==> src/rtl/dual_port_ram_pipe.sv <==
// dual_port_ram_pipe
// Simple dual-port RAM on one clock. It has one byte-enabled write port and one
// fully pipelined read port with a valid strobe and a collision flag.
// After reset, a hardware sweep zeroes every entry before Ready rises.
// Optional feature macro: RAM_PARITY_EN. It adds per-byte even parity, the
// Par_inj input and the Parity_err output.
module dual_port_ram_pipe #(
    parameter int DATA_W = 32,
    parameter int ADDR_W = 4,
    parameter int RD_LAT = 1,
    parameter int BYPASS = 1
) (
    input  logic                Clock,
    input  logic                Resetn,
    output logic                Ready,
    input  logic                Wr_en,
    input  logic [ADDR_W-1:0]   Wr_addr,
    input  logic [DATA_W-1:0]   Wr_data,
    input  logic [DATA_W/8-1:0] Wr_be,
    input  logic                Rd_en,
    input  logic [ADDR_W-1:0]   Rd_addr,
    output logic [DATA_W-1:0]   Rd_data,
    output logic                Rd_valid,
    output logic                Collision
`ifdef RAM_PARITY_EN
    ,
    input  logic                Par_inj,
    output logic                Parity_err
`endif
);

    localparam int NB    = DATA_W / 8;
    localparam int DEPTH = 1 << ADDR_W;

    typedef enum logic {
        ST_SWEEP,
        ST_RUN
    } state_t;

    state_t            state_q, state_d;
    logic [ADDR_W-1:0] initCnt_q, initCnt_d;
    logic              readyInt;
    logic              sweepActive;

    logic [DATA_W-1:0] memData_q [DEPTH];

    logic              memWe;
    logic [ADDR_W-1:0] memAddr;
    logic [DATA_W-1:0] memWdata;
    logic [NB-1:0]     memBe;

    logic              rdAccept;
    logic              collide;
    logic [NB-1:0]     bypassBe;
    logic [DATA_W-1:0] rdWord;

    logic [RD_LAT-1:0] pipeValid_q;
    logic [RD_LAT-1:0] pipeColl_q;
    logic [DATA_W-1:0] pipeData_q [RD_LAT];

    // Sweep/run state and sweep address; reset re-arms the sweep from address 0
    always_ff @(posedge Clock or negedge Resetn) begin
        if (!Resetn) begin
            state_q   <= ST_SWEEP;
            initCnt_q <= '0;
        end else begin
            state_q   <= state_d;
            initCnt_q <= initCnt_d;
        end
    end

    // Step through every address once, then move to run on the last entry
    always_comb begin
        state_d   = state_q;
        initCnt_d = initCnt_q;
        case (state_q)
            ST_SWEEP: begin
                initCnt_d = initCnt_q + 1'b1;
                if (initCnt_q == {ADDR_W{1'b1}}) begin
                    state_d = ST_RUN;
                end
            end
            ST_RUN: begin
                state_d = ST_RUN;
            end
            default: begin
                state_d = ST_SWEEP;
            end
        endcase
    end

    // Ready only once the sweep has cleared every entry
    always_comb begin
        readyInt    = (state_q == ST_RUN);
        sweepActive = (state_q == ST_SWEEP);
        Ready       = readyInt;
    end

    // Select the array write source: sweep zeroing, or a user write once ready
    always_comb begin
        memWe    = 1'b0;
        memAddr  = Wr_addr;
        memWdata = Wr_data;
        memBe    = Wr_be;
        if (sweepActive) begin
            memWe    = 1'b1;
            memAddr  = initCnt_q;
            memWdata = '0;
            memBe    = '1;
        end else if (Wr_en) begin
            memWe = 1'b1;
        end
    end

    // Byte-granular array update; the array itself has no reset, the sweep clears it
    always_ff @(posedge Clock) begin
        if (memWe) begin
            for (int b = 0; b < NB; b++) begin
                if (memBe[b]) begin
                    memData_q[memAddr][8*b +: 8] <= memWdata[8*b +: 8];
                end
            end
        end
    end

    // Capture the read word at acceptance, merging same-cycle write bytes when bypassing
    always_comb begin
        rdAccept = readyInt & Rd_en;
        collide  = rdAccept & Wr_en & (Wr_addr == Rd_addr);
        bypassBe = '0;
        if (collide && (BYPASS != 0)) begin
            bypassBe = Wr_be;
        end
        rdWord = memData_q[Rd_addr];
        for (int b = 0; b < NB; b++) begin
            if (bypassBe[b]) begin
                rdWord[8*b +: 8] = Wr_data[8*b +: 8];
            end
        end
    end

    // Read pipeline. Each stage's data only moves with a valid, so the last stage
    // holds its word between pulses. Reset drops everything in flight.
    always_ff @(posedge Clock or negedge Resetn) begin
        if (!Resetn) begin
            pipeValid_q <= '0;
            pipeColl_q  <= '0;
            for (int k = 0; k < RD_LAT; k++) begin
                pipeData_q[k] <= '0;
            end
        end else begin
            pipeValid_q[0] <= rdAccept;
            pipeColl_q[0]  <= collide;
            if (rdAccept) begin
                pipeData_q[0] <= rdWord;
            end
            for (int k = 1; k < RD_LAT; k++) begin
                pipeValid_q[k] <= pipeValid_q[k-1];
                pipeColl_q[k]  <= pipeColl_q[k-1];
                if (pipeValid_q[k-1]) begin
                    pipeData_q[k] <= pipeData_q[k-1];
                end
            end
        end
    end

    assign Rd_valid  = pipeValid_q[RD_LAT-1];
    assign Collision = pipeColl_q[RD_LAT-1];
    assign Rd_data   = pipeData_q[RD_LAT-1];

`ifdef RAM_PARITY_EN
    logic [NB-1:0]     memPar_q [DEPTH];
    logic [NB-1:0]     memParW;
    logic [NB-1:0]     rdParStored;
    logic [DATA_W-1:0] rdOld;
    logic              rdPerr;
    logic [RD_LAT-1:0] pipePerr_q;

    // Even parity per written byte; injection inverts it, except while sweeping
    always_comb begin
        memParW = '0;
        for (int b = 0; b < NB; b++) begin
            memParW[b] = (^memWdata[8*b +: 8]) ^ (Par_inj & ~sweepActive);
        end
    end

    // Parity bits follow the same byte enables as the data array
    always_ff @(posedge Clock) begin
        if (memWe) begin
            for (int b = 0; b < NB; b++) begin
                if (memBe[b]) begin
                    memPar_q[memAddr][b] <= memParW[b];
                end
            end
        end
    end

    // Check stored bytes only; bypassed bytes come straight from Wr_data and are clean
    always_comb begin
        rdPerr      = 1'b0;
        rdParStored = memPar_q[Rd_addr];
        rdOld       = memData_q[Rd_addr];
        for (int b = 0; b < NB; b++) begin
            if (!bypassBe[b]) begin
                rdPerr = rdPerr | ((^rdOld[8*b +: 8]) ^ rdParStored[b]);
            end
        end
    end

    // Carry the parity verdict alongside its read through the pipeline
    always_ff @(posedge Clock or negedge Resetn) begin
        if (!Resetn) begin
            pipePerr_q <= '0;
        end else begin
            pipePerr_q[0] <= rdAccept & rdPerr;
            for (int k = 1; k < RD_LAT; k++) begin
                pipePerr_q[k] <= pipePerr_q[k-1];
            end
        end
    end

    assign Parity_err = pipePerr_q[RD_LAT-1];
`endif

endmodule

==> config.mk <==
export PLATFORM = sky130hd
export DESIGN_NAME = dual_port_ram_pipe
export DESIGN_NICKNAME = d
export VERILOG_FILES = /design/src/rtl/dual_port_ram_pipe.sv
export SDC_FILE = /design/constraint.sdc
export NUM_CORES = 1
export LEC_CHECK = 0
export CORE_MARGIN = 2
export CORE_UTILIZATION = 30
export CTS_CLUSTER_DIAMETER = 60
export DETAILED_ROUTE_END_ITERATION = 8
export GPL_TIMING_DRIVEN = 1
export PLACE_DENSITY = 0.47
export SLEW_MARGIN = 10
export SYNTH_ARGS = -nofsm -noshare
export SYNTH_HDL_FRONTEND = slang
export SYNTH_SLANG_ARGS = --single-unit
==> constraint.sdc <==
create_clock -name Clock -period 6.1 [get_ports Clock]
set_input_delay 1.22 -clock Clock [delete_from_list [all_inputs] [get_ports Clock]]
set_output_delay 1.22 -clock Clock [all_outputs]
set_load 0.1 [all_outputs]
==> impl_metrics.ini <==
[floorplanning]
start_util_pct = 30.35
dieArea_sq_mm = 0.07449
row_count = 98
die_h_microns = 272.9
fp.coreArea_sq_mm = 0.07149
die_w_microns = 272.9
io_pins = 83

[setup_path]
cp_slowest_cell = clkdlybuf4s50_1
critPathKind = register to primary output
worst_setup_path_end_kind = primary output
path_buf_inv = 1
critPathLaunchType = register
crit_required_ps = 4880
cp_cell_sequence = clkdlybuf4s50_1
cp_data_arrival_time_ps = 2570
path_delay_family = buffers and inverters
critPathMaxFanout = 17
worst_path_largest_cell_delay_ps = 1240

[sta]
grt_setup_unrepaired = no
fin_tns_setup_ps = 0
slew_violations = 0
min_period_ps = 3793
clock_skew_ps = 20.28
fmax_mhz = 263.6
setup_viol = 0
hold_viol = 0
fin_crit_sh_pct = 62.18
tightest_slew_ps = 1233
relSlewSlack_pct = 17.49

[global_routing]
grt.overflow.total = 0
grt_first_pass_wirelength_microns = 78490
track_usage_pct = 14.53
grt_pass1_vias = 11200
grt_max_degree = 73
antenna_found_initial = 3

[place]
place_hpwl_microns = 33470
gp_congestion = 0.7695
dpl_cell_area_sq_mm = 0.02356
io_buffers = 82
dp.cells = 2068

[synthesis]
synth.net_count = 1128
syn-instance-count = 1079
syn_area_per_cell_sq_um = 20.11
syn_area_sq_mm = 0.02170
synth_cell_types = 35
synth_seq_cells = 551
synth_seq_area_share_pct = 75.36
ys_async_sr_fraction_pct = 7.078
yosysWarnings = 0
synth_ff_type = edfxtp_1
synth_edf_count = 512

[finish]
regArea_sq_mm = 0.01635
nFillCells = 6621
layoutNonFillerInstCount = 2173
most-common-layout-cells = edfxtp_1, mux4_2, clkdlybuf4s50_1, nor2_1, a22oi_1
fin_nets = 1225
layout-drive-gt1-share_pct = 20.54
syn_to_final_growth_pct = 17.10
final_area_sq_mm = 0.02541
multi_input_area_sq_mm = 0.005006
post-route-util_pct = 35.54
layout_commonest_cell = edfxtp_1

[routing]
drc = 0
wl_per_cell_microns = 24.78
drt_iter0_markers = 774
viasPerCell = 4.839
drtPass1Iterations = 5
vias = 10520
wirelength_microns = 53840
drtAntennaViolNets = 0

[clocking]
cts_root_buf = clkbuf_16
worstSkewPairLatency_ps = 600
post_cts_resized = 0
clk_pin_slew_ps = 60
cts_setup_buffers = 0
cts_sinks = 551
cts_max_level = 2
cts_made_buffers = 56
postCtsHoldBufs = 0
cts_buffer_depth = 3
cts_tree = done

[run]
cap_violations = 0

[min_path]
hp-class = register to register

[pwr]
finalPower_uw = 8323
powerDensity_mw_per_mm2 = 327.6
power.leakage_uw = 0.008014
peakVddDrop_mv = 0.1960

[status]
status = complete, no violations
[per-layer routing]
metal	GRT usage (%)	part of all wire, %	wire length [microns]	vias up
li1	-	-	-	4604
met1	20.33	45	24250	5568
met2	23.25	47	25550	267
met3	3.269	5.9	3156	72
met4	3.077	1.6	852	4
met5	0	0.050	27	-
[kinds of logic after synthesis]
| group | Yosys count | synth area share [%] |
|---|---|---|
| and+or+nand+nor | 203 | 4.481 |
| adders and majority gates | 1 | 0.05766 |
| buffers and inverters | 67 | 1.649 |
| xor gates and xnor gates | 11 | 0.4440 |
| muxes | 133 | 13.54 |
| AOI/OAI and AO/OA | 113 | 4.469 |
| DFF | 551 | 75.36 |
[cell usage after synthesis (2+ instances only)]
| master | n | share of area, % |
|---|---|---|
| edfxtp_1 | 512 | 71 |
| mux4_2 | 127 | 13 |
| nor2_1 | 67 | 1.2 |
| a22oi_1 | 64 | 2.2 |
| nand2_1 | 56 | 0.97 |
| nand2b_1 | 40 | 1.2 |
| clkbuf_1 | 39 | 0.67 |
| dfrtp_1 | 39 | 4.5 |
| and2_1 | 33 | 0.95 |
| o221a_1 | 32 | 1.7 |
| buf_6 | 11 | 0.57 |
| xor2_1 | 6 | 0.24 |
| xnor2_1 | 5 | 0.20 |
| a21boi_1 | 4 | 0.14 |
| buf_4 | 4 | 0.14 |
| clkbuf_2 | 4 | 0.092 |
| mux2i_1 | 4 | 0.18 |
| o21ai_2 | 4 | 0.16 |
| buf_2 | 3 | 0.069 |
| inv_1 | 3 | 0.052 |
| o22ai_1 | 3 | 0.087 |
| o32ai_1 | 3 | 0.12 |
| buf_1 | 2 | 0.035 |
| nor2b_1 | 2 | 0.058 |
| o21ai_0 | 2 | 0.046 |
[cell type report]
type / instances / share of cell area (%)
sequential: 551 / 64.36
tap: 950 / 4.678
antenna: 1 / 0.009849
clock buffer: 74 / 6.141
multi-input combinational: 461 / 19.70
inverter: 4 / 0.05910
clock inverter: 30 / 1.123
timing repair buffer: 102 / 3.925
[final timing paths]
kind	from	end	slack [ps]	cells after the start
max	Ready$_DFF_PN0_	Ready	2310	1
min	initCnt_q[2]$_DFFE_PN0N_	initCnt_q[2]$_DFFE_PN0N_	610	1
max reg2reg	Ready$_DFF_PN0_	memData_q[6][19]$_DFFE_PP_	2590	5
min reg2reg	initCnt_q[2]$_DFFE_PN0N_	initCnt_q[2]$_DFFE_PN0N_	610	1
max in group asynchronous	Resetn	Ready$_DFF_PN0_	4830	2
min in group asynchronous	Resetn	Rd_data[25]$_DFFE_PN0N_	750	2
[registers in the layout, summed over array words and instances, names as in the netlist]
signal and cells:
Collision 1, Rd_data 32, Rd_valid 1, Ready 1
initCnt_q 4, memData_q 512
[power breakdown]
part	switching, uW	internal (uW)
clock	1430	2010
combinational	470	217
sequential	25.9	4170
[through the flow]
step | setup slack (ps) | hold WS (ps)
6_report | 2307 | 614.2
5_1_grt | 2245 | 667.8
4_1_cts | 2252 | 615.1
3_5_place_dp | 1983 | 607.4
3_3_place_gp | 1998 | 587.8
2_1_floorplan | 3317 | 536.3
Note: power is estimated with default switching activity, not from simulation.
